File: src/rtl/upstream_mem_responder_if.sv
// Request/acknowledge memory handshake between a downstream initiator and the
// upstream responder.
interface upstream_mem_responder_if #(
    parameter int ADDR_W = 4,
    parameter int DATA_W = 8
);
    logic              req;
    logic              memwr;
    logic [ADDR_W-1:0] addr;
    logic [DATA_W-1:0] wdata;
    logic              ack;
    logic [DATA_W-1:0] rdata;
    logic              busy;

    modport master (
        output req, memwr, addr, wdata,
        input  ack, rdata, busy
    );

    modport slave (
        input  req, memwr, addr, wdata,
        output ack, rdata, busy
    );
endinterface

File: src/rtl/upstream_mem_responder.sv
// Upstream end of the req/ack/memwr handshake: serves reads and writes to a
// local memory after a programmable wait and zero-fills that memory after reset.
//
// state | meaning
// CLEAR | zero-filling memory after reset, requests ignored
// IDLE  | waiting for req
// WAIT  | request latched, counting down the wait latency
// ACK   | request served, ack held until req drops
module upstream_mem_responder #(
    parameter int ADDR_W  = 4,
    parameter int DATA_W  = 8,
    parameter int LATENCY = 2
) (
    input logic                     clk,
    input logic                     reset,
    upstream_mem_responder_if.slave bus
);
    localparam int         DEPTH    = 2 ** ADDR_W;
    localparam logic [3:0] CNT_LOAD = 4'(LATENCY - 1);
    localparam logic [ADDR_W-1:0] CLR_LAST = ADDR_W'(DEPTH - 1);

    typedef enum logic [1:0] {
        CLEAR,
        IDLE,
        WAIT,
        ACK
    } state_t;

    state_t            state;
    logic [ADDR_W-1:0] clr_ptr;
    logic [ADDR_W-1:0] addr_l;
    logic [DATA_W-1:0] wdata_l;
    logic              memwr_l;
    logic [3:0]        cnt;
    logic              ack_r;
    logic              busy_r;
    logic [DATA_W-1:0] rdata_r;
    logic [DATA_W-1:0] mem [DEPTH];

    always_ff @(posedge clk) begin
        if (reset) begin
            state   <= CLEAR;
            clr_ptr <= '0;
            ack_r   <= 1'b0;
            rdata_r <= '0;
            busy_r  <= 1'b1;
            cnt     <= '0;
        end else begin
            case (state)
                CLEAR: begin
                    mem[clr_ptr] <= '0;
                    // Pointer parks on the last word so it never wraps.
                    if (clr_ptr == CLR_LAST) begin
                        state  <= IDLE;
                        busy_r <= 1'b0;
                    end else begin
                        clr_ptr <= clr_ptr + 1'b1;
                    end
                end
                IDLE: begin
                    if (bus.req) begin
                        memwr_l <= bus.memwr;
                        addr_l  <= bus.addr;
                        wdata_l <= bus.wdata;
                        cnt     <= CNT_LOAD;
                        busy_r  <= 1'b1;
                        state   <= WAIT;
                    end
                end
                WAIT: begin
                    if (cnt != 4'd0) begin
                        cnt <= cnt - 4'd1;
                    end else begin
                        if (memwr_l) begin
                            mem[addr_l] <= wdata_l;
                        end else begin
                            rdata_r <= mem[addr_l];
                        end
                        ack_r <= 1'b1;
                        state <= ACK;
                    end
                end
                ACK: begin
                    // A req already dropped during WAIT collapses ack to one cycle.
                    if (!bus.req) begin
                        ack_r  <= 1'b0;
                        busy_r <= 1'b0;
                        state  <= IDLE;
                    end
                end
                default: begin
                    state <= CLEAR;
                end
            endcase
        end
    end

    assign bus.ack   = ack_r;
    assign bus.rdata = rdata_r;
    assign bus.busy  = busy_r;
endmodule

File: src/flat_wrapper.sv
// flat-port wrapper written by rule: the top's interface ports become plain ports
module upstream_mem_responder_flat 
#(
    parameter int ADDR_W  = 4,
    parameter int DATA_W  = 8,
    parameter int LATENCY = 2
)
  (clk, reset, bus_req, bus_memwr, bus_addr, bus_wdata, bus_ack, bus_rdata, bus_busy);
  upstream_mem_responder_if #(.ADDR_W(ADDR_W), .DATA_W(DATA_W)) bus_i ();
  input logic clk;
  input logic reset;
  input wire logic [$bits(bus_i.req)-1:0] bus_req;
  input wire logic [$bits(bus_i.memwr)-1:0] bus_memwr;
  input wire logic [$bits(bus_i.addr)-1:0] bus_addr;
  input wire logic [$bits(bus_i.wdata)-1:0] bus_wdata;
  output wire logic [$bits(bus_i.ack)-1:0] bus_ack;
  output wire logic [$bits(bus_i.rdata)-1:0] bus_rdata;
  output wire logic [$bits(bus_i.busy)-1:0] bus_busy;
  assign bus_i.req = bus_req;
  assign bus_i.memwr = bus_memwr;
  assign bus_i.addr = bus_addr;
  assign bus_i.wdata = bus_wdata;
  assign bus_ack = bus_i.ack;
  assign bus_rdata = bus_i.rdata;
  assign bus_busy = bus_i.busy;
  upstream_mem_responder #(.ADDR_W(ADDR_W), .DATA_W(DATA_W), .LATENCY(LATENCY)) u_core (.clk(clk), .reset(reset), .bus(bus_i));
endmodule
File: config.mk
export PLATFORM = sky130hd
export DESIGN_NAME = upstream_mem_responder_flat
export DESIGN_NICKNAME = d
export VERILOG_FILES = /design/src/rtl/upstream_mem_responder_if.sv /design/src/rtl/upstream_mem_responder.sv /design/src/flat_wrapper.sv
export SDC_FILE = /design/constraint.sdc
export NUM_CORES = 1
export LEC_CHECK = 0
export BUFFER_PORTS_ARGS = -buffer_cell sky130_fd_sc_hd__clkbuf_2
export CAP_MARGIN = 20
export CELL_PAD_IN_SITES_DETAIL_PLACEMENT = 1
export CELL_PAD_IN_SITES_GLOBAL_PLACEMENT = 2
export CORE_ASPECT_RATIO = 2
export CORE_MARGIN = 8
export CORE_UTILIZATION = 50
export CTS_BUF_LIST = sky130_fd_sc_hd__clkbuf_16
export DETAILED_ROUTE_END_ITERATION = 8
export PLACE_DENSITY = 0.8
export SETUP_SLACK_MARGIN = 0.15
export SYNTH_ARGS = -nofsm -noshare
export SYNTH_HDL_FRONTEND = slang
export SYNTH_SLANG_ARGS = --single-unit
File: constraint.sdc
create_clock -name clk -period 6.5 [get_ports clk]
set_input_delay 0.325 -clock clk [delete_from_list [all_inputs] [get_ports clk]]
set_output_delay 0.325 -clock clk [all_outputs]
set_load 0.05 [all_outputs]
==> run summary, run 1 <==
The run finished with clean final reports. The peak ir drop on the vdd network came out at 0.225 mV. The type of the worst setup path is reg -> reg. The clock input transition at the sequential cells of the worst setup and hold paths is 0.07 ns. Hold is met by 0.0771 ns. The initial utilization of the core area, before any placement, comes to 50.9%. The sequential cells in the finished layout cover a total of 4630 sq um. Summing over every cut layer, the via total after detailed routing is 3345. The detailed-router iteration count before antenna repair is 4. The share of post-route cells with drive strength above 1 is 23.2%. The combinational group share of total power came out at 13.7%. Entering global routing, the biggest net connects 37 pins.

The cell sitting at the root of the clock tree is a sky130_fd_sc_hd__clkbuf_16. The post-route clock period utilization is 50.2%. The number of warnings issued by yosys is 0. The placed wire-length estimate after detailed placement is 10200 um. OpenSTA, run right after detailed placement, puts the worst setup slack at 3.21 ns. After detailed placement, the total cell area comes to 6810 sq um. In the routed design, unresolved DRC markers number 0. The final hold violation count came out at 0.

Counting I/O delays and the setup requirement, the final critical path takes 3.26 ns. The vertical die dimension came out at 178 um. The die outline width came out at 97.1 um. The number of routed nets with antenna violations came out at 0.

The count of flip-flops with a built-in enable after synthesis is 141. The cell area that synthesis handed to floorplanning was 6580 sq um. The area overhead of the layout relative to synthesis came out at 11.9%. The worst register-to-register path ends at u_core.mem[6][6]$_DFFE_PP_.

The final layout contains routed wiring with a total length of 14700 um. The power share of the clock group is 37.1%. The worst register-to-register path has a depth of 6. The fraction of registers with async set/reset came out at 0%. The power dissipated by switching net loads is 692 uW. The switching share of power came out at 27.6%. The number of core rows came out at 59. TritonCTS built the clock tree. For this design the top-level I/O count stands at 26. The quantity of gates resized following cts is 0. The synthesized instance count came out at 366. The number of pins exceeding their max-slew limit in the final report is 0. The total clock buffers created by CTS came out at 17.

The number of antenna repair diodes is 0. The number of maximum-capacitance constraint violations came out at 0. The count of buffers from port buffering is 25. The via density per instance came out at 5.95.

The most used flip-flop cell after synthesis is sky130_fd_sc_hd__edfxtp_1. The die covers 17300 sq um. The first global-routing pass estimated 22700 um of wire.

The start point of the critical path is u_core.cnt[0]$_SDFFE_PP0P_. The worst hold path belongs to the class in -> reg. The critical path ends at u_core.mem[6][6]$_DFFE_PP_.

The maximum clock insertion buffer count came out at 2. The power density normalized to cell area is 341 nW/um^2. Setup repair after global routing left no endpoint under its margin.

The reported leakage power is 0.00259 uW. The worst setup path is captured at a register. The number of post-CTS setup repair buffers is 0.

The detail-routed net length per standard cell came out at 26.2 um. The number of antenna violations at the first check in global routing came out at 0. In the layout the commonest cells are sky130_fd_sc_hd__edfxtp_1, sky130_fd_sc_hd__nor2_1, sky130_fd_sc_hd__clkbuf_2, sky130_fd_sc_hd__mux4_2, sky130_fd_sc_hd__dfxtp_1.

The number of H-tree levels is 4. At the pin with the least slew margin, the transition time is 1.10 ns. The internal reg-to-reg setup slack came out at 3.24 ns.

The number of setup violations in the final report came out at 0. The category of the worst setup path launch point is a register. The overflow left after global routing is 0. A synthesized cell averages 18.0 sq um.

Synthesis inferred 161 register bits. The final standard cell area without fillers is 7360 sq um. Buffers inserted to repair hold after CTS numbered 0. The internal portion of total power is 1820 uW. The number of nets handed over by synthesis was 391. The number of clock sinks came out at 161. The area of the placeable core came out at 12900 sq um.

The total power of the final layout came out at 2510 uW. The layout net count is 422. The worst register-to-register path begins at u_core.cnt[0]$_SDFFE_PP0P_.

The number of DRC markers in iteration 0 is 190. The number of global-route vias before repair came to 3627. The setup clock skew after layout came out at 0.0141 ns. The data required time at the worst endpoint came out at 6.54 ns. The slack of the critical path is 3.24 ns.

The peak clock frequency supported by timing is 0.307 GHz. The share of the Yosys chip area taken by registers is 70.5%. The global routing usage summed across all routing layers came out at 17.9%. The routability congestion estimate came out at 0.760. Leaving out fill and tap cells, the most frequent cell in the layout is sky130_fd_sc_hd__edfxtp_1. The number of filler instances in the final layout came out at 1150. The worst slew margin relative to its limit came out at 26.3%. The source-to-sink clock delay at the later pin of the worst-skew pair came out at 0.42 ns. The worst-path maximum fanout is 16. The combined area of the multi-input logic cells is 1820 sq um. The final setup TNS came out at 0 ns. The sequential share of power came out at 49.2%. The number of distinct library cells after synthesis came out at 42. The data arrival time of the critical path came out at 3.31 ns.
## cell families after synthesis
| kind of cell | Yosys count | synth area share (%) |
|---|---|---|
| XOR/XNOR | 3 | 0.400 |
| flip-flops | 161 | 70.5 |
| AND/OR/NAND/NOR | 86 | 6.74 |
| adder cells (fa/ha/maj) | 9 | 1.71 |
| multiplexers | 58 | 15.6 |
| buffers and inverters | 21 | 1.86 |
| AO/OA/AOI/OAI | 28 | 3.23 |
## state kept, by name (all words and copies together) (netlist names)
register	count
u_core.mem	128
u_core.bus.rdata	8
u_core.wdata_l	8
u_core.addr_l	4
u_core.clr_ptr	4
u_core.cnt	4
u_core.state	2
u_core.bus.ack	1
u_core.bus.busy	1
u_core.memwr_l	1
## cell usage after synthesis (2+ instances only)
master / count / share of area, %
sky130_fd_sc_hd__nor3b_1: 3 / 0.34
sky130_fd_sc_hd__o21ai_0: 3 / 0.23
sky130_fd_sc_hd__xnor2_1: 2 / 0.27
sky130_fd_sc_hd__nand3_1: 4 / 0.30
sky130_fd_sc_hd__and2_1: 8 / 0.76
sky130_fd_sc_hd__a221o_1: 9 / 1.4
sky130_fd_sc_hd__inv_1: 6 / 0.34
sky130_fd_sc_hd__nor2b_1: 9 / 0.86
sky130_fd_sc_hd__nand2_1: 12 / 0.68
sky130_fd_sc_hd__ha_1: 9 / 1.7
sky130_fd_sc_hd__mux4_2: 24 / 8.2
sky130_fd_sc_hd__mux2i_1: 15 / 2.3
sky130_fd_sc_hd__a21oi_1: 7 / 0.53
sky130_fd_sc_hd__buf_6: 2 / 0.34
sky130_fd_sc_hd__nor3_1: 3 / 0.23
sky130_fd_sc_hd__buf_4: 2 / 0.23
sky130_fd_sc_hd__mux4_1: 8 / 3.2
sky130_fd_sc_hd__edfxtp_1: 141 / 64
sky130_fd_sc_hd__or3_1: 3 / 0.29
sky130_fd_sc_hd__nand4b_1: 2 / 0.27
sky130_fd_sc_hd__mux2_2: 11 / 1.9
sky130_fd_sc_hd__nor2_1: 35 / 2.0
sky130_fd_sc_hd__a211oi_1: 3 / 0.34
sky130_fd_sc_hd__clkbuf_1: 5 / 0.29
sky130_fd_sc_hd__buf_2: 4 / 0.30
sky130_fd_sc_hd__dfxtp_1: 20 / 6.1
## through the flow
step / util [%] / std cells
global placement: 52.7 / 530
detailed placement: 52.7 / 530
CTS: 56.9 / 562
floorplan: - / 366
global route: 56.9 / 562
finish: 56.9 / 562
## worst max-delay path, stage by stage, from the launching register on
cell and delay [ns]:
sky130_fd_sc_hd__dfxtp_1 0.33, sky130_fd_sc_hd__inv_1 0.12, sky130_fd_sc_hd__ha_1 0.20, sky130_fd_sc_hd__or3b_1 0.48, sky130_fd_sc_hd__nor3_4 0.67, sky130_fd_sc_hd__mux2i_1 0.37
sky130_fd_sc_hd__nor2_1 0.71
## routing by layer
metal | global-route usage, % | up-vias | routed length [um] | part of all wire (%)
met3 | 3.76 | 19 | 588 | 4.0
met2 | 34.1 | 97 | 8570 | 58
met1 | 18.6 | 1708 | 5250 | 36
li1 | - | 1521 | - | -
met5 | 0 | - | 0 | 0
met4 | 6.78 | 0 | 291 | 2.0
## power groups by stage
stage               sequential, uW  combinational [uW]  clock, uW
floorplan                     1260                 243          0
finish                        1240                 345        932
global route                  1240                 378        986
global placement              1250                 333          0
detailed placement            1260                 346          0
CTS                           1240                 350        949
## how the worst min path moves through the flow
| stage | slack, ns | end | from | cells past startpoint |
|---|---|---|---|---|
| final | 0.08 | u_core.wdata_l[7]$_DFFE_PP_ | bus_wdata[7] | 1 |
| after global routing | 0.06 | u_core.wdata_l[5]$_DFFE_PP_ | bus_wdata[5] | 1 |
| after CTS | 0.06 | u_core.wdata_l[7]$_DFFE_PP_ | bus_wdata[7] | 1 |
| after detailed placement | 0.47 | u_core.bus.rdata[4]$_SDFFE_PP0P_ | u_core.bus.rdata[4]$_SDFFE_PP0P_ | 1 |
| after global placement | 0.47 | u_core.bus.rdata[0]$_SDFFE_PP0P_ | u_core.bus.rdata[0]$_SDFFE_PP0P_ | 1 |
| after floorplan | 0.42 | u_core.addr_l[0]$_DFFE_PP_ | bus_addr[0] | 0 |
## area by class of cell
type | instances | area share (%)
tap | 152 | 2.59
sequential | 161 | 63.0
inverter | 6 | 0.306
clock inverter | 15 | 1.70
multi-input combinational | 184 | 24.7
clock buffer | 17 | 5.78
timing repair buffer | 27 | 1.90
Note: power is estimated with default switching activity, not from simulation.
==> run 2: changes to the inputs <==
--- a/config.mk
+++ b/config.mk
@@ -5,16 +5,17 @@
 export SDC_FILE = /design/constraint.sdc
 export NUM_CORES = 1
 export LEC_CHECK = 0
+export ABC_AREA = 1
 export BUFFER_PORTS_ARGS = -buffer_cell sky130_fd_sc_hd__clkbuf_2
 export CAP_MARGIN = 20
 export CELL_PAD_IN_SITES_DETAIL_PLACEMENT = 1
 export CELL_PAD_IN_SITES_GLOBAL_PLACEMENT = 2
 export CORE_ASPECT_RATIO = 2
 export CORE_MARGIN = 8
-export CORE_UTILIZATION = 50
+export CORE_UTILIZATION = 40
 export CTS_BUF_LIST = sky130_fd_sc_hd__clkbuf_16
 export DETAILED_ROUTE_END_ITERATION = 8
-export PLACE_DENSITY = 0.8
+export PLACE_DENSITY = 0.75
 export SETUP_SLACK_MARGIN = 0.15
 export SYNTH_ARGS = -nofsm -noshare
 export SYNTH_HDL_FRONTEND = slang
==> constraint.sdc (replaced) <==
create_clock -name clk -period 3.1 [get_ports clk]
set_input_delay 0.155 -clock clk [delete_from_list [all_inputs] [get_ports clk]]
set_output_delay 0.155 -clock clk [all_outputs]
set_load 0.05 [all_outputs]
==> run 2 against run 1 <==
- flip-flop and latch count stayed put
- clock-buffer cell count did not move
- cell count rose by 77%
- largest cell class unchanged
- critical path type unchanged
- sequential share of layout area is 7.3 points lower
==> run summary, run 2 <==
Run status: finished, final reports clean (unchanged). Commonest cells after routing, fill and taps aside: sky130_fd_sc_hd__nand2_1, sky130_fd_sc_hd__edfxtp_1, sky130_fd_sc_hd__inv_1, sky130_fd_sc_hd__nand3_1, sky130_fd_sc_hd__nor2_1 (was sky130_fd_sc_hd__edfxtp_1, sky130_fd_sc_hd__nor2_1, sky130_fd_sc_hd__clkbuf_2, sky130_fd_sc_hd__mux4_2, sky130_fd_sc_hd__dfxtp_1). The setup clock skew after layout came out at 0.0116 ns (was 0.0141 ns). The data arrival time of the critical path came to 2.58 ns (was 3.31 ns). The quantity of gates resized following cts is 0 (unchanged). The post-synthesis compound-gate area fraction came out at 3.06% (was 3.23%).

The area share of the largest cell type after synthesis came to 59.9% (was 64.4%). The detail-routed net length per standard cell came out at 18.5 um (was 26.2 um). The via density per instance is 4.92 (was 5.95). The number of maximum-capacitance constraint violations came out at 0 (unchanged). The portion of netlist area occupied by mux cells came out at 0% (was 15.6%).

The cell area after placement came out at 7570 sq um (was 6810 sq um). The adder-cell area share of the yosys netlist is 1.59% (was 1.71%). Cell types occupying the most area after synthesis: sky130_fd_sc_hd__edfxtp_1, sky130_fd_sc_hd__nand2_1, sky130_fd_sc_hd__nand3_1, sky130_fd_sc_hd__dfxtp_1, sky130_fd_sc_hd__inv_1 (was sky130_fd_sc_hd__edfxtp_1, sky130_fd_sc_hd__mux4_2, sky130_fd_sc_hd__dfxtp_1, sky130_fd_sc_hd__mux4_1, sky130_fd_sc_hd__mux2i_1). The number of post-CTS setup repair buffers is 0 (unchanged).

Cell types with the highest counts after synthesis: sky130_fd_sc_hd__nand2_1, sky130_fd_sc_hd__edfxtp_1, sky130_fd_sc_hd__inv_1, sky130_fd_sc_hd__nand3_1, sky130_fd_sc_hd__nor2_1 (was sky130_fd_sc_hd__edfxtp_1, sky130_fd_sc_hd__nor2_1, sky130_fd_sc_hd__mux4_2, sky130_fd_sc_hd__dfxtp_1, sky130_fd_sc_hd__mux2i_1). The number of cells in the finished layout apart from fillers is 993 (was 562). The effective utilization at floorplan is 40.3% (was 50.9%). The cell type with the largest total area after synthesis is sky130_fd_sc_hd__edfxtp_1 (unchanged). The final standard cell area without fillers is 8320 sq um (was 7360 sq um).

The number of routed nets with antenna violations is 0 (unchanged). The fraction of registers with async set/reset is 0% (unchanged). The data required time at the worst endpoint came to 3.16 ns (was 6.54 ns).

The category of the worst setup path launch point is a register (unchanged). The area of the die came out at 22400 sq um (was 17300 sq um). The count of flip-flops with a built-in enable after synthesis came out at 141 (unchanged).

The number of warnings issued by yosys is 0 (unchanged). The number of top-level pins is 26 (unchanged). The total number of vias is 4881 (was 3345). The number of clock sinks is 161 (unchanged). The worst slew margin relative to its limit was 52.6% (was 26.3%). The most frequent cell after synthesis is sky130_fd_sc_hd__nand2_1 (was sky130_fd_sc_hd__edfxtp_1). The internal reg-to-reg setup slack was 0.57 ns (was 3.24 ns).

The die outline width is 110 um (was 97.1 um). The synthesized instance count came out at 706 (was 366). The count of placed standard cells including taps is 948 (was 530). The detailed-router iteration count before antenna repair is 4 (unchanged). The number of flip-flops in the largest register is 128 (unchanged). The synthesized-area fraction occupied by and/or/nand/nor cells came out at 21.9% (was 6.74%). The area overhead of the layout relative to synthesis is 17.7% (was 11.9%).

The worst-path maximum fanout is 23 (was 16). The routability congestion estimate is 0.808 (was 0.760). The largest net degree at the start of global routing came out at 61 (was 37). The type of the worst min-delay path is in -> reg (unchanged). The number of antenna repair diodes is 0 (unchanged). The number of DRC markers in iteration 0 is 174 (was 190).

The share of post-route cells with drive strength above 1 is 13.6% (was 23.2%). The leading register cell type out of synthesis is sky130_fd_sc_hd__edfxtp_1 (unchanged). The area share of xor/xnor cells in the synthesized design is 0.124% (was 0.400%). The number of core rows is 69 (was 59). Setup repair after global routing missed its margin: no (unchanged). The time the final worst path needs with I/O delays and setup is 2.53 ns (was 3.26 ns). The wire length of the first global-routing pass is 29200 um (was 22700 um).

The source-to-sink clock delay at the later pin of the worst-skew pair came out at 0.43 ns (was 0.42 ns). The CTS tree is yes (unchanged). The type of the worst setup path is reg -> reg (unchanged). The overflow left after global routing came out at 0 (unchanged). The placed wire-length estimate after detailed placement came out at 12700 um (was 10200 um). The peak clock frequency supported by timing came to 0.396 GHz (was 0.307 GHz). The cell chosen for the clock root was sky130_fd_sc_hd__clkbuf_16 (unchanged). The power density normalized to cell area came out at 693 nW/um^2 (was 341 nW/um^2). The combinational family with the most area after synthesis is simple AND/OR/NAND/NOR gates (was multiplexers). The number of distinct library cells after synthesis is 29 (was 42). The count of buffers from port buffering came to 25 (unchanged). The layout net count was 792 (was 422). The vertical die dimension is 204 um (was 178 um). The number of pins exceeding their max-slew limit in the final report came out at 0 (unchanged).

The final setup TNS came to 0 ns (unchanged). The total clock buffers created by CTS came out at 17 (unchanged). The register with the highest flop count is u_core.mem (unchanged). The leading cell type in the layout, fill and taps excluded is sky130_fd_sc_hd__nand2_1 (was sky130_fd_sc_hd__edfxtp_1). The number of global-route vias before repair came out at 5259 (was 3627). The number of H-tree levels came to 4 (unchanged). The area of the mapped netlist is 7060 sq um (was 6580 sq um).

The count of unresolved DRC violations after routing is 0 (unchanged). The maximum clock insertion buffer count is 2 (unchanged). The type of element capturing the critical path is a register (unchanged). The total wirelength of the detailed-routed design is 18300 um (was 14700 um).

The area of the placeable core is 17500 sq um (was 12900 sq um). The count of hold-fix buffers inserted at cts came out at 13 (was 0). The global routing usage summed across all routing layers is 18.0% (was 17.9%). The share of synthesized area occupied by flip-flops and latches came out at 65.6% (was 70.5%).

The per-instance average area after synthesis was 10.0 sq um (was 18.0 sq um). The number of flip-flops and latches in the synthesized netlist came out at 161 (unchanged). The final hold violation count was 0 (unchanged).

The peak ir drop on the vdd network is 0.410 mV (was 0.225 mV). The number of setup violations in the final report is 0 (unchanged). The reported leakage power came to 0.00360 uW (was 0.00259 uW). The clock input transition at the sequential cells of the worst setup and hold paths was 0.06 ns (was 0.07 ns). The number of antenna violations at the first check in global routing came out at 0 (unchanged). The slew at the pin closest to its max-slew limit came to 0.708 ns (was 1.10 ns). The post-route clock period utilization is 81.5% (was 50.2%). The net count of the mapped netlist came out at 731 (was 391).
[run 2: cell types whose count changed in the layout (fill, tap and decap cells not counted), sizes merged, moves of 10 or more]
cell,before,now
buf,2,34
dlygate4sd3,0,13
inv,14,109
mux2,11,0
mux2i,15,0
mux4,32,0
nand2,12,228
nand3,4,97
o21ai,3,13
[run 2: layer usage]
layer	global-route usage, %	vias to the layer above	wire, um
met2	32.8	65	10400
li1	-	2419	-
met4	6.70	0	480
met1	19.3	2373	6890
met5	0	-	0
met3	3.98	24	556
[run 2: logic make-up (layout without fill, tap and decap cells)]
family	after synthesis	in the layout
DFF	161	161
AOI/OAI and AO/OA	34	34
adders and majority gates	9	9
buffers and inverters	134	208
and+or+nand+nor	367	367
xor gates and xnor gates	1	1
[run 2: path summary, 6_finish.rpt]
kind,end,start,depth (start not counted)
max reg2reg,u_core.mem[8][3]$_DFFE_PP_,u_core.state[0]$_SDFFE_PP0P_,8
min reg2reg,u_core.bus.ack$_SDFFE_PP0P_,u_core.bus.ack$_SDFFE_PP0P_,1
min,u_core.cnt[1]$_SDFFE_PP0P_,reset,2
max,u_core.mem[8][3]$_DFFE_PP_,u_core.state[0]$_SDFFE_PP0P_,8
[run 2: cell type report]
| class | instances | area [sq um] |
|---|---|---|
| repair buffers | 72 | 523 |
| fillers | 1944 | 9210 |
| flip-flops and latches | 161 | 4630 |
| multi-input cells | 411 | 1880 |
| inverters | 104 | 390 |
| clock inverters | 15 | 194 |
| clock buffers | 17 | 425 |
| well taps | 213 | 267 |
[run 2: report_power, final]
group          internal, uW  switching (uW)  total, uW
sequential             2530            75.2       2600
combinational           289             673        962
clock                  1290             911       2200
total                  4110            1660       5770
[run 2: worst max-delay path: stages (launching register included)]
cell	delay (ns)
sky130_fd_sc_hd__dfxtp_1	0.34
sky130_fd_sc_hd__inv_1	0.13
sky130_fd_sc_hd__ha_1	0.25
sky130_fd_sc_hd__inv_2	0.07
sky130_fd_sc_hd__nor2_4	0.14
sky130_fd_sc_hd__nand2_4	0.17
sky130_fd_sc_hd__o21ai_1	0.31
sky130_fd_sc_hd__nand3_1	0.17
sky130_fd_sc_hd__nor2_1	0.57
[run 2: through the flow]
stage | util [%] | power [uW] | hold WS (ns) | setup WS (ns)
2_1_floorplan | - | 3310 | 0.254 | 1.04
3_3_place_gp | 43.2 | 3590 | 0.332 | 0.628
3_5_place_dp | 43.2 | 3620 | 0.334 | 0.559
4_1_cts | 47.4 | 5840 | 0.0241 | 0.541
5_1_grt | 47.4 | 6030 | 0.0460 | 0.388
6_report | 47.4 | 5770 | 0.0463 | 0.573
